`config.mk`:
```
export PLATFORM = sky130hd
export DESIGN_NAME = boot_uploader_flat
export DESIGN_NICKNAME = d
export VERILOG_FILES = /design/src/rtl/boot_uploader_if.sv /design/src/rtl/boot_uploader.sv /design/src/flat_wrapper.sv
export SDC_FILE = /design/constraint.sdc
export NUM_CORES = 1
export LEC_CHECK = 0
export CAP_MARGIN = 20
export CORE_MARGIN = 4
export CORE_UTILIZATION = 40
export CTS_CLUSTER_DIAMETER = 120
export DETAILED_ROUTE_END_ITERATION = 8
export DONT_BUFFER_PORTS = 1
export GPL_TIMING_DRIVEN = 0
export PLACE_DENSITY = 0.55
export SYNTH_ARGS = -nofsm -noshare
export SYNTH_HDL_FRONTEND = slang
export SYNTH_SLANG_ARGS = --single-unit
```
`constraint.sdc`:
```
create_clock -name clk -period 1.5 [get_ports clk]
set_input_delay 0.15 -clock clk [delete_from_list [all_inputs] [get_ports clk]]
set_output_delay 0.15 -clock clk [all_outputs]
set_load 0.02 [all_outputs]
```
`src/rtl/boot_uploader_if.sv`:
```
`default_nettype none
// ============================================================================
// Module   : boot_uploader_if
// Brief    : ROM fetch and UART byte channels between boot_uploader and system
// Revision : 1.0 - initial release
// ============================================================================
interface boot_uploader_if;
    logic [5:0]  rom_addr;
    logic [15:0] rom_data;
    logic [7:0]  tx_dat;
    logic        tx_dat_en;
    logic        tx_ready;
    logic [7:0]  rx_dat;
    logic        rx_dat_en;

    modport master (
        output rom_addr, tx_dat, tx_dat_en,
        input  rom_data, tx_ready, rx_dat, rx_dat_en
    );

    modport slave (
        input  rom_addr, tx_dat, tx_dat_en,
        output rom_data, tx_ready, rx_dat, rx_dat_en
    );
endinterface
`default_nettype wire

```
`src/rtl/boot_uploader.sv`:
```
`default_nettype none
// ============================================================================
// Module   : boot_uploader
// Brief    : Streams a 16-bit ROM image out over UART, optionally checks the
//            echoed image (define BOOT_UPLOADER_VERIFY_ECHO_EN).
// Revision : 1.0 - initial release
// ============================================================================
module boot_uploader #(
    parameter int N_WORDS      = 64,
    parameter int ECHO_TIMEOUT = 2000000
) (
    input  wire              clk,
    input  wire              rst,
    input  wire              ce,
    input  wire              start,
    boot_uploader_if.master  bus,
    output logic             busy,
    output logic             done,
    output logic             pass,
    output logic             timeout,
    output logic [6:0]       err_count
);

    localparam logic [2:0] c_ST_IDLE      = 3'd0;
    localparam logic [2:0] c_ST_FETCH     = 3'd1;
    localparam logic [2:0] c_ST_LATCH     = 3'd2;
    localparam logic [2:0] c_ST_SEND_HI   = 3'd3;
    localparam logic [2:0] c_ST_SEND_LO   = 3'd4;
    localparam logic [2:0] c_ST_NEXT      = 3'd5;
    localparam logic [2:0] c_ST_WAIT_ECHO = 3'd6;
    localparam logic [2:0] c_ST_DONE      = 3'd7;

    localparam logic [5:0] c_LAST_IDX = 6'(N_WORDS - 1);

    logic [2:0]  r_state;
    logic [5:0]  r_word_idx;
    logic [15:0] r_word;
    logic        r_pass;
    logic        r_timeout;
    logic [6:0]  r_err_count;
    logic        w_send;

`ifdef BOOT_UPLOADER_VERIFY_ECHO_EN
    localparam int c_TMO_W = (ECHO_TIMEOUT > 1) ? $clog2(ECHO_TIMEOUT) : 1;
    localparam logic [c_TMO_W-1:0] c_TMO_LAST = c_TMO_W'(ECHO_TIMEOUT - 1);

    logic [5:0]         r_echo_idx;
    logic [7:0]         r_hi_byte;
    logic               r_have_hi;
    logic [c_TMO_W-1:0] r_tmo_cnt;
    logic               w_mismatch;
    logic [6:0]         w_err_next;

    assign w_mismatch = ({r_hi_byte, bus.rx_dat} != bus.rom_data);
    assign w_err_next = r_err_count + {6'd0, w_mismatch};
    // During echo the ROM is re-read at the echo index for the comparison.
    assign bus.rom_addr = (r_state == c_ST_WAIT_ECHO) ? r_echo_idx : r_word_idx;
`else
    logic w_unused_rx;
    assign w_unused_rx  = ^{bus.rx_dat, bus.rx_dat_en};
    assign bus.rom_addr = r_word_idx;
`endif

    // Strobe is combinational so ce=0 or a reset can never leave it asserted.
    assign w_send        = ce && bus.tx_ready &&
                           ((r_state == c_ST_SEND_HI) || (r_state == c_ST_SEND_LO));
    assign bus.tx_dat_en = w_send;
    assign bus.tx_dat    = (r_state == c_ST_SEND_HI) ? r_word[15:8] :
                           (r_state == c_ST_SEND_LO) ? r_word[7:0]  : 8'h00;

    assign busy      = (r_state != c_ST_IDLE) && (r_state != c_ST_DONE);
    assign done      = (r_state == c_ST_DONE);
    assign pass      = r_pass;
    assign timeout   = r_timeout;
    assign err_count = r_err_count;

    always_ff @(posedge clk or posedge rst) begin
        if (rst) begin
            r_state     <= c_ST_IDLE;
            r_word_idx  <= 6'd0;
            r_word      <= 16'd0;
            r_pass      <= 1'b0;
            r_timeout   <= 1'b0;
            r_err_count <= 7'd0;
`ifdef BOOT_UPLOADER_VERIFY_ECHO_EN
            r_echo_idx  <= 6'd0;
            r_hi_byte   <= 8'd0;
            r_have_hi   <= 1'b0;
            r_tmo_cnt   <= '0;
`endif
        end else if (ce) begin
            case (r_state)
                c_ST_IDLE, c_ST_DONE: begin
                    if (start) begin
                        r_word_idx  <= 6'd0;
                        r_err_count <= 7'd0;
                        r_pass      <= 1'b0;
                        r_timeout   <= 1'b0;
`ifdef BOOT_UPLOADER_VERIFY_ECHO_EN
                        r_echo_idx  <= 6'd0;
                        r_have_hi   <= 1'b0;
`endif
                        r_state     <= c_ST_FETCH;
                    end
                end
                c_ST_FETCH: r_state <= c_ST_LATCH;
                c_ST_LATCH: begin
                    r_word  <= bus.rom_data;
                    r_state <= c_ST_SEND_HI;
                end
                c_ST_SEND_HI: if (bus.tx_ready) r_state <= c_ST_SEND_LO;
                c_ST_SEND_LO: if (bus.tx_ready) r_state <= c_ST_NEXT;
                c_ST_NEXT: begin
                    if (r_word_idx != c_LAST_IDX) begin
                        r_word_idx <= r_word_idx + 6'd1;
                        r_state    <= c_ST_FETCH;
                    end else begin
`ifdef BOOT_UPLOADER_VERIFY_ECHO_EN
                        r_echo_idx <= 6'd0;
                        r_have_hi  <= 1'b0;
                        r_tmo_cnt  <= '0;
                        r_state    <= c_ST_WAIT_ECHO;
`else
                        r_pass     <= 1'b1;
                        r_state    <= c_ST_DONE;
`endif
                    end
                end
`ifdef BOOT_UPLOADER_VERIFY_ECHO_EN
                c_ST_WAIT_ECHO: begin
                    // A byte arriving on the terminal count still wins.
                    if (bus.rx_dat_en) begin
                        r_tmo_cnt <= '0;
                        if (!r_have_hi) begin
                            r_hi_byte <= bus.rx_dat;
                            r_have_hi <= 1'b1;
                        end else begin
                            r_have_hi   <= 1'b0;
                            r_err_count <= w_err_next;
                            if (r_echo_idx == c_LAST_IDX) begin
                                r_pass  <= (w_err_next == 7'd0);
                                r_state <= c_ST_DONE;
                            end else begin
                                r_echo_idx <= r_echo_idx + 6'd1;
                            end
                        end
                    end else if (r_tmo_cnt == c_TMO_LAST) begin
                        r_timeout <= 1'b1;
                        r_pass    <= 1'b0;
                        r_state   <= c_ST_DONE;
                    end else begin
                        r_tmo_cnt <= r_tmo_cnt + 1'b1;
                    end
                end
`endif
                default: r_state <= c_ST_IDLE;
            endcase
        end
    end

endmodule
`default_nettype wire
```
`src/flat_wrapper.sv`:
```
// flat-port wrapper written by rule: the top's interface ports become plain ports
module boot_uploader_flat 
#(
    parameter int N_WORDS      = 64,
    parameter int ECHO_TIMEOUT = 2000000
)
  (clk, rst, ce, start, busy, done, pass, timeout, err_count, bus_rom_addr, bus_tx_dat, bus_tx_dat_en, bus_rom_data, bus_tx_ready, bus_rx_dat, bus_rx_dat_en);
  boot_uploader_if bus_i ();
  input  wire clk;
  input  wire rst;
  input  wire ce;
  input  wire start;
  output logic busy;
  output logic done;
  output logic pass;
  output logic timeout;
  output logic [6:0] err_count;
  output wire logic [$bits(bus_i.rom_addr)-1:0] bus_rom_addr;
  output wire logic [$bits(bus_i.tx_dat)-1:0] bus_tx_dat;
  output wire logic [$bits(bus_i.tx_dat_en)-1:0] bus_tx_dat_en;
  input wire logic [$bits(bus_i.rom_data)-1:0] bus_rom_data;
  input wire logic [$bits(bus_i.tx_ready)-1:0] bus_tx_ready;
  input wire logic [$bits(bus_i.rx_dat)-1:0] bus_rx_dat;
  input wire logic [$bits(bus_i.rx_dat_en)-1:0] bus_rx_dat_en;
  assign bus_rom_addr = bus_i.rom_addr;
  assign bus_tx_dat = bus_i.tx_dat;
  assign bus_tx_dat_en = bus_i.tx_dat_en;
  assign bus_i.rom_data = bus_rom_data;
  assign bus_i.tx_ready = bus_tx_ready;
  assign bus_i.rx_dat = bus_rx_dat;
  assign bus_i.rx_dat_en = bus_rx_dat_en;
  boot_uploader #(.N_WORDS(N_WORDS), .ECHO_TIMEOUT(ECHO_TIMEOUT)) u_core (.clk(clk), .rst(rst), .ce(ce), .start(start), .bus(bus_i), .busy(busy), .done(done), .pass(pass), .timeout(timeout), .err_count(err_count));
endmodule
```
==> impl_metrics.toml <==
[synthesis]
synth_top_cell_by_area = "dfrtp_1"
synth_compound_area_share_pct = 15.0
synth_xor_area_share_pct = 0
ys_ff_latch = 26
syn_inst = 139
synthTopCellsByArea = "dfrtp_1 (44%), mux2_4 (10%), buf_4 (5.1%)"
synthAdderAreaFrac_pct = 1.70
syn_area_per_cell_um2 = 10.6
ys_warn_count = 0
synth_top_area_share_pct = 44.1
synth-simple-area-share_pct = 14.8
synth_top_family_by_area = "multiplexers"
ys_types = 37
synth_mux_area_share_pct = 15.4
syn_area_mm2 = 0.00148
yosysSeqAreaShare_pct = 44.1

[critical_path]
cp.arrival_ns = 1.44
worstReg2RegEnd = "u_core.bus.rom_addr[3]"
start_kind = "register"
required_ns = 1.35
r2r-start = "u_core.bus.rom_addr[0]"
ff2ff_setup_slack_ns = -0.09
setup.worst_path.class = "register to output port"
crit_fanout = 7
end_kind = "output port"
r2r_cells = 6

[cts]
clock-sinks = 26
cts_tree = "yes"
numCtsBuffers = 3
htreeDepth = 1
root_buffer = "clkbuf_8"
cts.path.max_buffers = 2
clk_pin_slew_ns = 0.09
clock_latency_ns = 0.27

[min_path]
min_to = "u_core.r_word[1]"
min_from = "bus_rom_data[1]"
hold_class = "input port to register"
whs_path_depth = 1

[sta]
slew_viol_final = 0
setup_tns_ns = -0.951
setup_viol = 15
period_share_pct = 106
hold_ws_ns = 0.0235
min_period_ns = 1.59
fin_skew_ns = 0.00656
finalHoldViolCount = 0
rsz0062_at_grt = "yes"
timing.fmax_mhz = 628
timing.final.ws_setup_ns = -0.0924

[pwr]
p_leak_uw = 0.000894
p_per_area_mw_per_mm2 = 1630
vdd.ir_drop.worst_uv = 957
power_uw = 3270

[global_route]
first_global_vias = 1169
grt_max_degree = 27
grt.overflow.total = 0
antenna_found_initial = 0
grt_pass1_wl_um = 5600
grt.total_usage_pct = 15.7

[drt]
drc = 0
vias = 1085
postRouteAntennaNets = 0
avgRoutedWirePerCell_um = 16.2
firstDrtPassIters = 4
routed_wl_um = 3430
viasPerCell = 5.14
drt_iter0_markers = 44

[cells_and_area]
antenna_cells = 0
drive_gt1_share_pct = 50.3
syn_to_final_growth_pct = 35.7
final_nets = 198
layout_common_cells = "buf_4 (21), dfrtp_1 (20), nand2_1 (15)"
design_area_mm2 = 0.00200
final_common_cell = "buf_4"

[die]
die_height_um = 68.7
core-area_mm2 = 0.00344
dieArea_mm2 = 0.00472
die_w_um = 68.7
num_io_pins = 56
start_util_pct = 42.9
rows = 21

[flow_run]
maxCapViolations = 0

[placement]
hpwl_um = 2290
place_congestion = 0.771
port_buffers = 0
pre_cts_ws_ns = -0.145
dpl-instance-area_mm2 = 0.00158

[status]
violations = "setup timing"
status = "complete, but fails checks"
## through the flow
stage,util (%),instances
2_1_floorplan,-,146
3_3_place_gp,45.9,192
3_5_place_dp,45.9,192
4_1_cts,56.0,206
5_1_grt,58.2,211
6_report,58.2,211
## metal layers
layer  track usage (%)  share of wire [%]
met4              2.19               0.53
met2              28.5                 51
met5                 0                  0
met3              4.54                5.4
met1              18.7                 43
## synth_stat cells, drive strengths merged
cell type / n
and2: 1
a22o: 8
conb: 1
a32oi: 1
nor2b: 2
inv: 4
o311ai: 2
or2: 2
ha: 2
a2bb2oi: 1
buf: 15
mux2i: 1
nand4: 1
o2111ai: 1
nand2b: 1
or4: 1
and3: 4
mux2: 16
o31ai: 1
nand3: 6
nor3: 3
o221ai: 1
nand2: 16
dfrtp: 26
o211a: 1
nor2: 6
o21ai: 15
## critical path: stages (launching register included)
cell and delay (ns):
dfrtp_1 0.41, buf_6 0.15, nor2b_4 0.11, nor2b_4 0.17, buf_6 0.14, o211a_4 0.19
## state kept, by name, summed over array words and instances (netlist names)
signal               flops
u_core.r_state           3
u_core.pass              1
u_core.bus.rom_addr      6
u_core.r_word           16
## worst max path at each step
| stage | endpoint | cells after the start | slack (ns) | start |
|---|---|---|---|---|
| finish | bus_tx_dat_en | 5 | -0.09 | u_core.r_state[1] |
| global route | bus_tx_dat_en | 5 | -0.16 | u_core.r_state[1] |
| CTS | bus_tx_dat_en | 5 | -0.09 | u_core.r_state[1] |
| detailed placement | u_core.bus.rom_addr[3] | 6 | -0.14 | u_core.bus.rom_addr[0] |
| global placement | u_core.bus.rom_addr[3] | 6 | -0.13 | u_core.bus.rom_addr[0] |
| floorplan | u_core.pass | 5 | 0.006 | u_core.r_state[2] |
## area by class of cell
type | count | area (µm²)
timing repair buffer | 15 | 148
clock buffer | 3 | 41.3
fill | 285 | 1440
clock inverter | 1 | 30.0
sequential | 26 | 658
inverter | 4 | 17.5
multi-input combinational | 101 | 918
tap | 46 | 57.6
buffer | 15 | 131
## repair_timing
action | 4_1_cts | 5_1_grt
cloned | 1 | 0
endpoints found under the hold margin | 0 | 26
resized for setup | 44 | 8
pin swaps | 12 | 2
hold buffers | 0 | 1
setup endpoints to repair | 29 | 28
buffers inserted | 9 | 3
## power breakdown
group          switching [µW]  total, µW  internal, µW
Combinational             705       1520           817
Sequential                210       1170           962
Clock                     217        574           357
## cell families after synthesis
group / Yosys count
other cells: 1
compound gates: 31
simple gates: 43
mux: 17
flops: 26
buf+inv: 19
fa+ha+maj: 2
Note: power is estimated with default switching activity, not from simulation.
